--- config.mk ---
export PLATFORM = sky130hd
export DESIGN_NAME = snake_ram_arbiter
export DESIGN_NICKNAME = d
export VERILOG_FILES = /design/src/rtl/snake_pkg.sv /design/src/rtl/snake_prio_sel.sv /design/src/rtl/snake_ram_arbiter.sv
export SDC_FILE = /design/constraint.sdc
export NUM_CORES = 1
export LEC_CHECK = 0
export BUFFER_PORTS_ARGS = -buffer_cell sky130_fd_sc_hd__buf_2
export CORE_UTILIZATION = 35
export DETAILED_ROUTE_END_ITERATION = 10
export PLACE_DENSITY = 0.66
export SKIP_LAST_GASP = 1
export SYNTH_ARGS = -nofsm -noshare
export SYNTH_HDL_FRONTEND = slang
export SYNTH_SLANG_ARGS = --single-unit
--- constraint.sdc ---
create_clock -name clk -period 5.14 [get_ports clk]
set_input_delay 1.028 -clock clk [delete_from_list [all_inputs] [get_ports clk]]
set_output_delay 1.028 -clock clk [all_outputs]
set_load 0.02 [all_outputs]
--- src/rtl/snake_pkg.sv ---
// Shared types and constants for the snake-body RAM arbiter and its priority selector.
package snake_pkg;

    typedef enum logic [1:0] {
        ST_IDLE   = 2'd0,
        ST_GRANT  = 2'd1,
        ST_LOCKED = 2'd2
    } state_t;

    localparam int REQ_VGA  = 0;
    localparam int REQ_MOV  = 1;
    localparam int REQ_FOOD = 2;

    localparam int DEF_ADDR_W = 10;
    localparam int DEF_DATA_W = 16;

endpackage

--- src/rtl/snake_prio_sel.sv ---
// One-hot winner select: VGA first, then movement, then food; a starved food request
// overtakes movement unless movement currently holds a lock.
module snake_prio_sel
    import snake_pkg::*;
(
    input  logic [2:0] i_pending,
    input  logic       i_starve,
    input  logic       i_lock,
    output logic [2:0] o_winner
);

    logic w_food_overtakes;

    assign w_food_overtakes = i_pending[REQ_FOOD] & i_starve & ~i_lock;

    always_comb begin
        o_winner = 3'b000;
        if (i_pending[REQ_VGA]) begin
            o_winner[REQ_VGA] = 1'b1;
        end else if (i_pending[REQ_MOV] && !w_food_overtakes) begin
            o_winner[REQ_MOV] = 1'b1;
        end else if (i_pending[REQ_FOOD]) begin
            o_winner[REQ_FOOD] = 1'b1;
        end
    end

endmodule

--- src/rtl/snake_ram_arbiter.sv ---
// Arbitrates the single-port snake-body RAM between VGA, movement and food requesters.
// Requests are sampled every edge; a requester still high on the edge after its ack presents a new request.
module snake_ram_arbiter
    import snake_pkg::*;
#(
    parameter int ADDR_W     = DEF_ADDR_W,
    parameter int DATA_W     = DEF_DATA_W,
    parameter int STARVE_MAX = 8,
    parameter int LOCK_MAX   = 16
) (
    input  logic              clk,
    input  logic              RST,
    input  logic              v_req,
    input  logic [ADDR_W-1:0] v_addr,
    input  logic              m_req,
    input  logic              m_we,
    input  logic [ADDR_W-1:0] m_addr,
    input  logic [DATA_W-1:0] m_wdata,
    input  logic              m_lock,
    input  logic              f_req,
    input  logic [ADDR_W-1:0] f_addr,
    output logic [2:0]        ack,
    output logic [2:0]        rvalid,
    output logic [DATA_W-1:0] rdata,
    output logic [ADDR_W-1:0] ram_addr,
    output logic              ram_wr_en,
    output logic              ram_rd_en,
    output logic [DATA_W-1:0] ram_wdata,
    input  logic [DATA_W-1:0] ram_rdata,
    output logic              busy
);

    localparam int LCNT_W = $clog2(LOCK_MAX + 1);

    state_t            r_state;
    logic              r_armed;
    logic [3:0]        r_starve;
    logic [LCNT_W-1:0] r_lock_cnt;
    logic [2:0]        r_ack;
    logic [2:0]        r_rvalid;
    logic [ADDR_W-1:0] r_ram_addr;
    logic              r_ram_wr_en;
    logic              r_ram_rd_en;
    logic [DATA_W-1:0] r_ram_wdata;

    logic [2:0]        w_pending;
    logic [2:0]        w_winner;
    logic              w_starved;
    logic              w_locked;
    logic              w_mov_write;
    logic              w_lock_next;
    logic              w_hold_lock;
    logic [LCNT_W-1:0] w_next_cnt;

    assign w_pending   = r_armed ? {f_req, m_req, v_req} : 3'b000;
    assign w_starved   = (r_starve >= 4'(STARVE_MAX));
    assign w_locked    = (r_state == ST_LOCKED);
    assign w_mov_write = w_winner[REQ_MOV] & m_we;
    assign w_next_cnt  = w_locked ? r_lock_cnt + LCNT_W'(1) : LCNT_W'(1);
    assign w_lock_next = w_winner[REQ_MOV] & m_lock & (w_next_cnt < LCNT_W'(LOCK_MAX));
    // A VGA read may slip in during a lock without breaking it.
    assign w_hold_lock = w_locked & w_winner[REQ_VGA] & m_req & m_lock;

    snake_prio_sel u_prio_sel (
        .i_pending (w_pending),
        .i_starve  (w_starved),
        .i_lock    (w_locked),
        .o_winner  (w_winner)
    );

    // The first clock after reset only arms the sampler, so the first grant lands two cycles after release.
    always_ff @(posedge clk or posedge RST) begin
        if (RST) begin
            r_state     <= ST_IDLE;
            r_armed     <= 1'b0;
            r_starve    <= 4'd0;
            r_lock_cnt  <= '0;
            r_ack       <= 3'b000;
            r_rvalid    <= 3'b000;
            r_ram_addr  <= '0;
            r_ram_wr_en <= 1'b0;
            r_ram_rd_en <= 1'b0;
            r_ram_wdata <= '0;
        end else begin
            r_armed     <= 1'b1;
            r_ack       <= w_winner;
            r_ram_wr_en <= w_mov_write;
            r_ram_rd_en <= (|w_winner) & ~w_mov_write;
            r_rvalid    <= r_ram_rd_en ? r_ack : 3'b000;

            if (w_winner[REQ_VGA]) begin
                r_ram_addr <= v_addr;
            end else if (w_winner[REQ_MOV]) begin
                r_ram_addr <= m_addr;
            end else if (w_winner[REQ_FOOD]) begin
                r_ram_addr <= f_addr;
            end

            if (w_mov_write) begin
                r_ram_wdata <= m_wdata;
            end

            if (!w_pending[REQ_FOOD] || w_winner[REQ_FOOD]) begin
                r_starve <= 4'd0;
            end else if (!w_starved) begin
                r_starve <= r_starve + 4'd1;
            end

            if (w_lock_next) begin
                r_state    <= ST_LOCKED;
                r_lock_cnt <= w_next_cnt;
            end else if (w_hold_lock) begin
                r_state    <= ST_LOCKED;
            end else begin
                r_lock_cnt <= '0;
                r_state    <= (|w_winner) ? ST_GRANT : ST_IDLE;
            end
        end
    end

    assign ack       = r_ack;
    assign rvalid    = r_rvalid;
    assign rdata     = (|r_rvalid) ? ram_rdata : '0;
    assign ram_addr  = r_ram_addr;
    assign ram_wr_en = r_ram_wr_en;
    assign ram_rd_en = r_ram_rd_en;
    assign ram_wdata = r_ram_wdata;
    assign busy      = w_locked | r_ram_rd_en;

endmodule

==> results.json <==
{
  "status": "complete, no violations",
  "critPathSlowestCell": "nor3b_4",
  "gp_congestion": 0.791,
  "critPathRequiredTime_ns": 5.33,
  "ys.flop_type": "dfrtp_1",
  "synth-edff-count": 0,
  "areaGrowthSynthToFinish_pct": 34.8,
  "routedWlPerCell_microns": 12.9,
  "insertion_delay_ns": 0.30,
  "min_period_ns": 2.65,
  "num-nets-final": 370,
  "p_comb_share_pct": 25.3,
  "maxSlewViolCount": 0,
  "io_buffers": 119,
  "worstSetupStartpointType": "input pin",
  "vdd.ir_drop.worst_mv": 0.135,
  "clkPwrFrac_pct": 25.5,
  "die_h_microns": 80.3,
  "antenna_cells": 0,
  "synth_seq_cells": 46,
  "cts-resized-gates": 0,
  "hp-class": "reg2reg",
  "met1_usage_pct": 16.8,
  "grt_pass1_wl_microns": 7420,
  "critPathTopFamily": "simple AND/OR/NAND/NOR gates",
  "cpPeakStageDelay_ns": 0.87,
  "place_area_sq_mm": 0.00280,
  "fin_hold_ws_ns": 0.489,
  "synth_top_family_by_area": "multiplexers",
  "cts_setup_buffers": 0,
  "row_count": 28,
  "grt_use_met2_pct": 28.2,
  "chipWidth_microns": 80.3,
  "place_hpwl_microns": 3760,
  "postSynthAreaPerCell_sq_um": 12.0,
  "arrival_ns": 2.84,
  "cts_tree": "yes",
  "dieArea_sq_mm": 0.00645,
  "yosys.area_share.simple_pct": 14.7,
  "synth_nets": 251,
  "vias": 1794,
  "overflow": 0,
  "cp.buffers_inverters": 1,
  "crit_chain": "buf_2 -> nand2_1 -> a31o_4 -> nor3b_4 -> mux2_2",
  "cts_buffers": 5,
  "ys_top_cells_by_count": "dfrtp_1, nor2b_1, mux2i_1, o21ai_0",
  "ios": 120,
  "cts-root-buf": "clkbuf_8",
  "fin_setup_tns_ns": 0,
  "synth_seq_area_share_pct": 53.6,
  "clk_pin_slew_ns": 0.09,
  "synthAdderAreaFrac_pct": 1.75,
  "p_int_mw": 0.599,
  "pwr-share-seq_pct": 49.2,
  "p_leak_nw": 1.55,
  "drc": 0,
  "crit_fanout": 18,
  "synthMuxAreaShare_pct": 14.9,
  "synth_compound_area_share_pct": 9.68,
  "cts.sinks": 46,
  "fin_skew_ns": 0.00811,
  "gr-usage-met3_pct": 4.32,
  "antenna_found_initial": 0,
  "first_global_vias": 1670,
  "cts_buffer_depth": 2,
  "ys_warn_count": 0,
  "p_switching_mw": 0.269,
  "swShare_pct": 31.0,
  "synth_top_area_cell": "dfrtp_1",
  "worstSetupPathType": "in2reg",
  "slew-limit-headroom_pct": 31.8,
  "synth_area_sq_mm": 0.00215,
  "drtIter0Drc": 15,
  "cap_violations": 0,
  "finalSetupViolCount": 0,
  "initial_utilization_pct": 36.2,
  "synth_top_area_share_pct": 53.6,
  "r2r_slack_ns": 2.72,
  "min_period_over_period_pct": 51.5,
  "wl_microns": 4810,
  "grt_max_degree": 47,
  "drt-pass1-iter-count": 4,
  "fmax_mhz": 378,
  "vias_per_cell": 4.80,
  "synth_xor_area_share_pct": 2.04,
  "drive_gt1_share_pct": 50.5,
  "instances_no_fill": 374,
  "dp.cells": 366,
  "hold_violations": 0,
  "rsz0062_at_grt": "false",
  "critPathCaptureType": "flip-flop",
  "power.density_mw_per_mm2": 300,
  "holdBufCountCts": 0,
  "synth.most_common_cell": "dfrtp_1",
  "grtUsageTotal_pct": 15.2,
  "coreArea_sq_mm": 0.00592,
  "ys_top_cells_by_area": "dfrtp_1, mux2_4, nor2b_1",
  "cts_htree_levels": 2,
  "synth_cell_types": 36,
  "max_slew.worst_pin.slew_ns": 1.02,
  "fin_util_pct": 48.8,
  "async_flop_share_pct": 100,
  "busiest_layer": "met2",
  "syn_inst": 179,
  "antenna_left": 0,
  "fin_area_sq_mm": 0.00289
}
-- power by group through the flow --
stage               clock network (mW)  registers [mW]  logic [mW]
floorplan                            0           0.484      0.0836
global placement                     0           0.435       0.218
detailed placement                   0           0.435       0.223
CTS                              0.231           0.428       0.223
global route                     0.247           0.433       0.239
finish                           0.221           0.427       0.220
-- path summary, 6_finish.rpt --
| kind | from | to | cells after the start |
|---|---|---|---|
| min in group asynchronous | RST | ram_addr[9]$_DFFE_PP0P_ | 2 |
| worst min-delay path | ack[1]$_DFF_PP0_ | rvalid[1]$_DFF_PP0_ | 1 |
| worst min register to register | ack[1]$_DFF_PP0_ | rvalid[1]$_DFF_PP0_ | 1 |
| max in group asynchronous | RST | r_lock_cnt[2]$_DFFE_PP0P_ | 2 |
| worst max-delay path | m_req | ram_wdata[12]$_DFFE_PP0P_ | 5 |
| worst max register to register | r_armed$_DFF_PP0_ | ram_wdata[12]$_DFFE_PP0P_ | 4 |
-- layout make-up --
type | count | area [sq um]
multi-input combinational | 122 | 940
clock inverter | 3 | 23.8
timing repair buffer | 120 | 603
tap | 75 | 93.8
fill | 583 | 3030
clock buffer | 5 | 68.8
sequential | 46 | 1150
inverter | 3 | 11.3
-- per-stage QoR --
stage,total power [mW],worst slack [ns]
after global routing,0.919,2.41
after detailed placement,0.657,2.15
after CTS,0.882,2.48
after floorplan,0.567,2.71
after global placement,0.653,2.22
final,0.868,2.49
-- placed cells by master, fill, tap and decap left out --
master / instances
a31o_2: 1
xor2_1: 1
o21bai_1: 1
o21ai_0: 11
clkbuf_8: 5
inv_1: 2
a22oi_1: 1
xnor2_1: 4
ha_1: 3
nor2_1: 7
nor4_1: 1
mux2i_1: 11
nor3b_4: 1
conb_1: 1
a31oi_1: 2
inv_2: 1
dfrtp_1: 46
a31o_4: 1
or2_2: 1
a32o_1: 2
inv_6: 1
nand2b_1: 1
and3_1: 9
nand2_1: 5
nand3_1: 2
and2_1: 5
nand2b_4: 1
a311oi_1: 1
a22o_1: 2
clkinvlp_4: 2
buf_4: 1
buf_2: 119
o31ai_2: 1
a21oi_1: 9
nor2b_1: 18
mux2_4: 8
mux2_2: 8
nor3_1: 3
-- sequential cells by signal, summed over array words and instances (netlist names) --
| name | cells |
|---|---|
| ram_wdata | 16 |
| ram_rd_en | 1 |
| r_lock_cnt | 5 |
| rvalid | 3 |
| r_state | 2 |
| ack | 3 |
| r_armed | 1 |
| ram_wr_en | 1 |
| ram_addr | 10 |
| r_starve | 4 |
-- routing by layer --
layer | vias up | wire length (microns)
li1 | 861 | -
met1 | 841 | 1990
met2 | 88 | 2370
met3 | 4 | 407
met4 | 0 | 30
met5 | - | 0
-- logic make-up after synthesis --
logic type,after synthesis
DFF,46
and+or+nand+nor,54
adders and majority gates,3
AOI/OAI and AO/OA,32
xor gates and xnor gates,5
muxes,27
buffers and inverters,11
other,1
Note: power is estimated with default switching activity, not from simulation.
